## src/rtl/uart_tx_baud_if.sv

```systemverilog
// Byte-level transmit handshake between a controller (master) and the
// UART transmitter (slave).
//   tx_en      request, level-sensitive, held by the controller
//   tx_data    byte to send (low nbits used)
//   nbits      data bits per frame, clamped to 5..8 by the transmitter
//   tx_done    frame complete, held until tx_en is seen low
//   parity_odd odd-parity select, present only with UART_TX_PARITY_EN
interface uart_tx_baud_if;
  logic       tx_en;
  logic [7:0] tx_data;
  logic [3:0] nbits;
  logic       tx_done;
`ifdef UART_TX_PARITY_EN
  logic       parity_odd;

  modport master (output tx_en, output tx_data, output nbits, output parity_odd,
                  input tx_done);
  modport slave  (input tx_en, input tx_data, input nbits, input parity_odd,
                  output tx_done);
`else
  modport master (output tx_en, output tx_data, output nbits, input tx_done);
  modport slave  (input tx_en, input tx_data, input nbits, output tx_done);
`endif
endinterface

```

## src/rtl/uart_tx_baud.sv

```systemverilog
// UART transmitter with a programmable oversampling baud tick generator.
// Frames are start(0), nbits data bits LSB first, [parity], stop(1); each
// serial bit lasts OVS ticks. Optional parity bit enabled by defining the
// macro UART_TX_PARITY_EN.
// Ports:
//   clk, reset  system clock, synchronous active-high reset
//   baud_div    tick period minus one, in clk cycles
//   tick        one-clk pulse every baud_div+1 cycles
//   tx          serial line, idle high
//   bus         handshake (tx_en/tx_data/nbits/tx_done[/parity_odd])
module uart_tx_baud #(
  parameter int DIV_W = 16,
  parameter int OVS   = 16
) (
  input  logic             clk,
  input  logic             reset,
  input  logic [DIV_W-1:0] baud_div,
  output logic             tick,
  output logic             tx,
  uart_tx_baud_if.slave    bus
);

  localparam int TCW = $clog2(OVS);
  localparam logic [TCW-1:0]   TC_LAST = TCW'(OVS - 1);
  localparam logic [TCW-1:0]   TC_ONE  = 1;
  localparam logic [DIV_W-1:0] CNT_ONE = 1;

`ifdef UART_TX_PARITY_EN
  typedef enum logic [2:0] {S_IDLE, S_START, S_DATA, S_PARITY, S_STOP, S_DONE} state_t;
`else
  typedef enum logic [2:0] {S_IDLE, S_START, S_DATA, S_STOP, S_DONE} state_t;
`endif

  // Index of the last data bit for a requested width, clamped to 5..8 bits.
  function automatic logic [2:0] last_idx(input logic [3:0] n);
    if (n < 4'd5)      return 3'd4;
    else if (n > 4'd8) return 3'd7;
    else               return n[2:0] - 3'd1;
  endfunction

  function automatic logic [7:0] data_mask(input logic [2:0] last);
    return 8'hFF >> (3'd7 - last);
  endfunction

  logic [DIV_W-1:0] div_cnt;
  state_t           state, state_n;
  logic [TCW-1:0]   tcnt, tcnt_n;
  logic [2:0]       bit_idx, bit_n;
  logic [2:0]       last_q, last_n;
  logic [7:0]       data_q, data_n;
  logic             par_q, par_n;
  logic             done_q, done_n;
  logic             tx_n;
  logic             bit_end;

  // Free-running divider; a new baud_div is simply used at the next compare.
  always_ff @(posedge clk) begin
    if (reset) begin
      div_cnt <= '0;
      tick    <= 1'b0;
    end else if (div_cnt == baud_div) begin
      div_cnt <= '0;
      tick    <= 1'b1;
    end else begin
      div_cnt <= div_cnt + CNT_ONE;
      tick    <= 1'b0;
    end
  end

  assign bit_end = tick && (tcnt == TC_LAST);

  always_comb begin
    state_n = state;
    tcnt_n  = tcnt;
    bit_n   = bit_idx;
    last_n  = last_q;
    data_n  = data_q;
    par_n   = par_q;
    done_n  = done_q;
    tx_n    = 1'b1;

    case (state)
      S_IDLE: begin
        if (bus.tx_en && !done_q) begin
          last_n  = last_idx(bus.nbits);
          data_n  = bus.tx_data & data_mask(last_idx(bus.nbits));
`ifdef UART_TX_PARITY_EN
          par_n   = ^(bus.tx_data & data_mask(last_idx(bus.nbits))) ^ bus.parity_odd;
`endif
          tcnt_n  = '0;
          state_n = S_START;
        end
      end
      S_START: begin
        if (tick) tcnt_n = bit_end ? '0 : tcnt + TC_ONE;
        if (bit_end) begin
          bit_n   = 3'd0;
          state_n = S_DATA;
        end
      end
      S_DATA: begin
        if (tick) tcnt_n = bit_end ? '0 : tcnt + TC_ONE;
        if (bit_end) begin
          if (bit_idx == last_q) begin
`ifdef UART_TX_PARITY_EN
            state_n = S_PARITY;
`else
            state_n = S_STOP;
`endif
          end else begin
            bit_n = bit_idx + 3'd1;
          end
        end
      end
`ifdef UART_TX_PARITY_EN
      S_PARITY: begin
        if (tick) tcnt_n = bit_end ? '0 : tcnt + TC_ONE;
        if (bit_end) state_n = S_STOP;
      end
`endif
      S_STOP: begin
        if (tick) tcnt_n = bit_end ? '0 : tcnt + TC_ONE;
        if (bit_end) begin
          state_n = S_DONE;
          done_n  = 1'b1;
        end
      end
      S_DONE: begin
        // Holding tx_en parks here; a low sample releases the handshake.
        if (!bus.tx_en) begin
          done_n  = 1'b0;
          state_n = S_IDLE;
        end
      end
      default: state_n = S_IDLE;
    endcase

    // Line level is registered from the state being entered.
    case (state_n)
      S_START:  tx_n = 1'b0;
      S_DATA:   tx_n = data_n[bit_n];
`ifdef UART_TX_PARITY_EN
      S_PARITY: tx_n = par_n;
`endif
      default:  tx_n = 1'b1;
    endcase
  end

  always_ff @(posedge clk) begin
    if (reset) begin
      state   <= S_IDLE;
      tcnt    <= '0;
      bit_idx <= '0;
      done_q  <= 1'b0;
      tx      <= 1'b1;
    end else begin
      state   <= state_n;
      tcnt    <= tcnt_n;
      bit_idx <= bit_n;
      done_q  <= done_n;
      tx      <= tx_n;
    end
  end

  always_ff @(posedge clk) begin
    last_q <= last_n;
    data_q <= data_n;
    par_q  <= par_n;
  end

  assign bus.tx_done = done_q;

endmodule

```

## src/flat_wrapper.sv

```systemverilog
// flat-port wrapper written by rule: the top's interface ports become plain ports
module uart_tx_baud_flat 
#(
  parameter int DIV_W = 16,
  parameter int OVS   = 16
)
  (clk, reset, baud_div, tick, tx, bus_tx_en, bus_tx_data, bus_nbits, bus_tx_done);
  uart_tx_baud_if bus_i ();
  input  logic clk;
  input  logic reset;
  input  logic [DIV_W-1:0] baud_div;
  output logic tick;
  output logic tx;
  input wire logic [$bits(bus_i.tx_en)-1:0] bus_tx_en;
  input wire logic [$bits(bus_i.tx_data)-1:0] bus_tx_data;
  input wire logic [$bits(bus_i.nbits)-1:0] bus_nbits;
  output wire logic [$bits(bus_i.tx_done)-1:0] bus_tx_done;
  assign bus_i.tx_en = bus_tx_en;
  assign bus_i.tx_data = bus_tx_data;
  assign bus_i.nbits = bus_nbits;
  assign bus_tx_done = bus_i.tx_done;
  uart_tx_baud #(.DIV_W(DIV_W), .OVS(OVS)) u_core (.clk(clk), .reset(reset), .baud_div(baud_div), .tick(tick), .tx(tx), .bus(bus_i));
endmodule
```

## config.mk

```make
export PLATFORM = sky130hd
export DESIGN_NAME = uart_tx_baud_flat
export DESIGN_NICKNAME = d
export VERILOG_FILES = /design/src/rtl/uart_tx_baud_if.sv /design/src/rtl/uart_tx_baud.sv /design/src/flat_wrapper.sv
export SDC_FILE = /design/constraint.sdc
export NUM_CORES = 1
export LEC_CHECK = 0
export ABC_AREA = 1
export CAP_MARGIN = 5
export CORE_MARGIN = 1.5
export CORE_UTILIZATION = 49
export DETAILED_ROUTE_END_ITERATION = 16
export GPL_TIMING_DRIVEN = 0
export PLACE_DENSITY = 0.79
export SYNTH_ARGS = -nofsm -noshare
export SYNTH_HDL_FRONTEND = slang
export SYNTH_SLANG_ARGS = --single-unit
```

## constraint.sdc

```tcl
create_clock -name clk -period 1.76 [get_ports clk]
set_input_delay 0.264 -clock clk [delete_from_list [all_inputs] [get_ports clk]]
set_output_delay 0.264 -clock clk [all_outputs]
set_load 0.01 [all_outputs]
```

### Word-level counts from Yosys, hierarchy flattened

Index checks and enable logic that the tools add are counted.
Widths: inputs -> output; s select.

* output and inout port bits: 3
* memories kept: 0
* bits of input ports: 31
* memory bits (writable): 0
* ROM bits: 0
* bits in latches: 0
* register bits: 40
* word-level logic and storage cells: 71

* order comparisons: 3
* muxes and demuxes: 28
* div/mod/pow operators: 0
* bitwise operators: 1
* multipliers: 0
* shift-type cells: 1
* $add $sub $neg: 5
* eq/ne operators: 13
* reductions and logical operators: 11

Operator list (number)
* $mux 3: 13
* $add 16x1->16 const B: 1
* $eq 16x16->1: 1
* $mux 8: 2
* $pmux 3 s5: 1
* $mux 4: 3
* $eq 3x2->1 const B: 3
* $and 8x8->8: 1
* $pmux 4 s2: 1
* $shr 8x3->8 const A: 1
* $eq 3x1->1 const B: 2
* $ne 2x1->1 const B: 3
* $pmux 3 s2: 1
* $reduce_and 3->1: 2
* $add 4x1->4 const B: 1
* $eq 4x4->1 const B: 1
* $gt 4x4->1 const B: 1
* $lt 3x4->1 const B: 1
* $lt 4x3->1 const B: 1
* $mux 1: 4
* $pmux 1 s2: 2
* $reduce_bool 2->1: 2
* $add 3x1->3 const B: 1
* $bmux 1 s3: 1
* 11 further kinds: 12

### Longest topological paths before layout

* depth in word-level cells: 13
* mapped depth: 15
* gate-level depth less buffers: 15

### Least setup slack after synthesis

Ideal clock, no wire load.

* path type: register to register
* from: reg u_core.tcnt[0]
* to: reg u_core.tx
* slack: 78 ps
* buffers on the path: 0
* data required time: 1641 ps
* library setup time: 119 ps
* cell stages (with the launch flop): 15
* period minus slack after synthesis: 1682 ps
* data arrival time: 1562 ps
* path through: dfxtp_1 -> ha_1 -> nand2_1 -> nor3_4 -> nor2_2 -> nor2_4 -> nand3_4 -> nand2_4 -> nand2_1 -> nand3_1 -> nand2_1 -> nand2_1 -> nand2_1 -> nand2_1 -> nand3_2

* cells in the longest elaborated chain, start to end: 7
* elaborated cells between the ends (all ways): 14
* classes of those cells: 3 x eq/ne; 10 x mux; 1 x reduce/logical

Ends and longest elaborated chain
* start, declared: line uart_tx_baud.sv:47 `logic [TCW-1:0] tcnt, tcnt_n;`
* start signal, assigned: line uart_tx_baud.sv:158 `tcnt <= tcnt_n;`
* $eq 4x4->1 *: line uart_tx_baud.sv:70 `assign bit_end = tick && (tcnt == TC_LAST);`
* $logic_and 1x1->1 *: line uart_tx_baud.sv:70
* $mux 3 (on tied branches): line uart_tx_baud.sv:103, uart_tx_baud.sv:96
* $pmux 3 s2: line uart_tx_baud.sv:82 `case (state)`
* $bmux 1 s3: line uart_tx_baud.sv:141 `S_DATA: tx_n = data_n[bit_n];`
* $mux 1 (not written as such): line uart_tx_baud.sv:141
* $pmux 1 s2 *: line uart_tx_baud.sv:139 `case (state_n)`
* end signal, assigned: line uart_tx_baud.sv:161 `tx <= tx_n;`
* end, declared: line uart_tx_baud.sv:19 `output logic tx,`

Mark *: on every way between the ends. The rest lies on a longest branch, timed or not. The select of a mux whose other input is x is not followed.
A chain may end at the register's enable or synchronous reset.

### Worst setup path after layout

Same ends and word-level chain as after synthesis.

==> impl_metrics.toml <==
[layout]
syn2layout_area_growth_pct = 26.3
nNetsFinal = 383
fillers = 385
n_antenna_cell = 0
drive_above_1_share_pct = 20.7

[floorplan]
fp.dieH_um = 70.7
die_x_um = 70.7
ioPinCount = 34
num_rows = 24
dieArea_um2 = 5000
core_area_um2 = 4380
start_util_pct = 51.3

[critical_path]
r2r_start = "u_core.tcnt[0]$_SDFFE_PP0P_"
cpLargestDelayFamily = "simple AND/OR/NAND/NOR gates"
cp_slowest_cell = "dfxtp_2"
rr_worst_depth = 15
endpoint_kind = "flop"
cpMostUsedCell = "nand2_1"
r2r_slack_ps = -30
crit_cells = 15
critPathBufInv = 1
path_class = "flop to flop"
worstSetupStartpointType = "flop"
crit_fanout = 5
critPathLaunch = "u_core.tcnt[0]$_SDFFE_PP0P_"
cpPeakStageDelay_ps = 360
cp_cell_sequence = "ha_4 > nand2_4 > nor3_4 > buf_6 > nor2_4 > nor2_4 > nand3_4 > nand2_4 > nand2_1 > nand3_1 > nand2_1 > nand2_1 > nand2_1 > nand2_1 > nand3_2"
reg2reg_to = "u_core.tx$_SDFF_PP1_"
critPathArrivalTime_ps = 1970
cp-endpoint = "u_core.tx$_SDFF_PP1_"
worst-endpoint-required_ps = 1940

[routing]
wl_per_cell_um = 11.4
route.detailed.drc = 0
drt-initial-drc-count = 81
final_antenna_net_count = 0
wirelength_um = 4560
dr_total_vias = 2014
routed_via_density = 5.04
dr.pass1.iters = 4

[timing]
finalSetupViolCount = 1
slew_violations = 0
final.setup.worst_slack_ps = -27.3
fin_crit_sh_pct = 102
min_period_ps = 1790
fin_skew_ps = 5.89
hold_violations = 0
whs_ps = 479
rsz0062_at_grt = "yes"
clock.fmax_mhz = 560

[grt]
grt_max_degree = 13
globalRouteTotalUtil_pct = 19.0
grt_pass1_vias = 1916
grt-ovfl-total = 0
antenna_found_initial = 0
grt_pass1_wl_um = 7660

[power_and_ir_drop]
ir_drop_mv = 0.519
swShare_pct = 28.3
p_seq_share_pct = 50.0
p_int_w = 0.00146
p_leak_nw = 1.15
p_sw_w = 0.000578
clockPowerShare_pct = 28.9
cellPowerDensity_nw_per_um2 = 720
power_frac_comb_pct = 21.1

[clock_network]
clock_latency_ps = 290
numCtsBuffers = 5
postCtsHoldBufs = 0
cts.clk_slew.worst_paths_ps = 80
cts.root.buffer_cell = "clkbuf_8"
htree_levels = 2
clkSinkCount = 40
clockBufferDepth = 2
cts_tree = "yes"

[logic_synthesis]
synth_xor_xnor_area_share_pct = 6.24
synthCells = 301
postSynthAreaPerCell_um2 = 7.47
synth_cell_types = 38
synth_compound_area_share_pct = 8.46
netlist_area_um2 = 2250
synth_top_family_by_area = "simple AND/OR/NAND/NOR gates"
synth_mux_area_share_pct = 0
synth_nets = 336
synth_warnings = 0
yosysSeqAreaShare_pct = 37.0
synth-seq-cells = 40
synth-simple-area-share_pct = 37.5
synth-adder-area-share_pct = 2.23

[place]
portBuffers = 33
place_ws_ps = -368
dp_hpwl_um = 3490
gp_congestion = 0.873

[job]
maxCapViolCount = 0

[run_status]
outcome = "finished with violations"
violations = "setup timing"

[min_path]
hp-start = "u_core.tcnt[3]$_SDFFE_PP0P_"
holdCritPathClass = "flop to flop"
-- metrics by stage --
stage / util (%) / power [W] / TNS (ps) / instance area (um^2) / std cells
after floorplan: - / 0.00130 / 0 / 2250 / 301
after detailed placement: 60.3 / 0.00144 / -4130 / 2640 / 386
after global placement: 60.3 / 0.00142 / -2990 / 2640 / 386
after CTS: 63.6 / 0.00204 / -132 / 2790 / 398
final: 64.7 / 0.00204 / -27.3 / 2840 / 400
after global routing: 64.7 / 0.00215 / -1040 / 2840 / 400
-- power by group through the flow --
stage	sequential (W)	clock, W	combinational (W)
after floorplan	0.00104	0	0.000262
after global placement	0.00104	0	0.000388
after detailed placement	0.00104	0	0.000400
after CTS	0.00102	0.000597	0.000418
after global routing	0.00103	0.000639	0.000483
final	0.00102	0.000590	0.000432
-- worst reg2reg max path, cell delays in order, from the launching register on --
cell	delay, ps
dfxtp_2	360
ha_4	160
nand2_4	60
nor3_4	160
buf_6	150
nor2_4	50
nor2_4	130
nand3_4	120
nand2_4	100
nand2_1	50
nand3_1	60
nand2_1	60
nand2_1	50
nand2_1	50
nand2_1	70
nand3_2	60
-- cells in the mapped netlist --
master      n  area share (%)
or2_1       3            0.84
a21boi_1    2            0.67
inv_2      10             1.7
or2_0       1            0.28
nor2_2      3            0.84
o21a_1      1            0.33
nand3_2     5             2.2
o21bai_1    1            0.33
inv_1      37             6.2
nor4_1      4             1.1
clkbuf_1    1            0.17
o21ai_0     4            0.89
nand2_1    55             9.2
nand3_4     2             1.6
nand4_1     5             1.4
a211oi_1    1            0.33
nor2_1     29             4.8
o21ai_2     2            0.78
o2111ai_1   1            0.39
nand3_1    16             3.6
xor2_1      6             2.3
dfxtp_1    37              33
nor3_1     13             2.9
nor3b_1     3             1.0
nor3_4      2             1.4
conb_1      1            0.17
edfxtp_1    3             4.0
a21oi_1    13             2.9
nor2_4      3             1.5
ha_1        4             2.2
nand2_4     4             2.0
a31oi_1     3            0.84
o211ai_1    1            0.33
or2_2       8             2.2
nand2_2     2            0.56
xnor2_1    10             3.9
buf_2       2            0.45
o21ai_1     3            0.67
-- sequential cells by signal (all words and copies together) (netlist names) --
register	cells
u_core.bit_idx	3
u_core.tx	1
u_core.data_q	8
u_core.last_q	3
u_core.bus.tx_done	1
u_core.state	3
u_core.tcnt	4
u_core.tick	1
u_core.div_cnt	16
-- metal layers --
layer | GRT usage (%) | wire length, um | up-vias
met5 | 0 | 0 | -
met4 | 7.55 | 69 | 0
met3 | 5.13 | 161 | 9
met2 | 35.1 | 2350 | 29
met1 | 20.4 | 1990 | 913
li1 | - | - | 1063
-- worst min-delay path by stage --
stage,cells after the start,end
6_report,2,u_core.tcnt[3]$_SDFFE_PP0P_
5_1_grt,1,u_core.div_cnt[0]$_SDFF_PP0_
4_1_cts,1,u_core.div_cnt[0]$_SDFF_PP0_
3_5_place_dp,1,u_core.div_cnt[0]$_SDFF_PP0_
2_1_floorplan,1,u_core.tcnt[0]$_SDFFE_PP0P_
3_3_place_gp,1,u_core.div_cnt[0]$_SDFF_PP0_
-- final cells by class --
type                       instances  area [um^2]  area share (%)
timing repair buffer              40          387            13.6
sequential                        40          835            29.4
multi-input combinational        211         1280            45.1
tap                               52         65.1            2.29
inverter                          47          176            6.22
buffer                             3         16.3           0.573
clock buffer                       5         68.8            2.43
clock inverter                     2         11.3           0.397
-- kinds of logic after synthesis --
group | count (synthesis)
flip-flops | 40
adder cells (fa/ha/maj) | 4
XOR/XNOR | 16
buffers and inverters | 50
AND/OR/NAND/NOR | 158
other | 1
AO/OA/AOI/OAI | 32
-- placed cells by master, fill, tap and decap left out, types with 5 or more instances in the layout --
master and n:
nand2_2 7, xnor2_1 10, nor2_1 28, xor2_1 6
inv_2 11, clkbuf_8 5, a21oi_1 13, nand3_1 15
nand3_2 6, nand2_1 49, dfxtp_1 34, inv_1 36
buf_4 7, or2_2 8, nand4_1 5, clkdlybuf4s50_1 33
nand2_4 5, nor3_1 13
-- timing repair --
| item | in CTS | in global routing |
|---|---|---|
| endpoints found under the hold margin | 0 | 0 |
| endpoints found under the setup margin | 11 | 13 |
| gates resized for setup | 8 | 12 |
| buffers inserted | 5 | 2 |
| pin swaps | 2 | 8 |
Note: power is estimated with default switching activity, not from simulation.
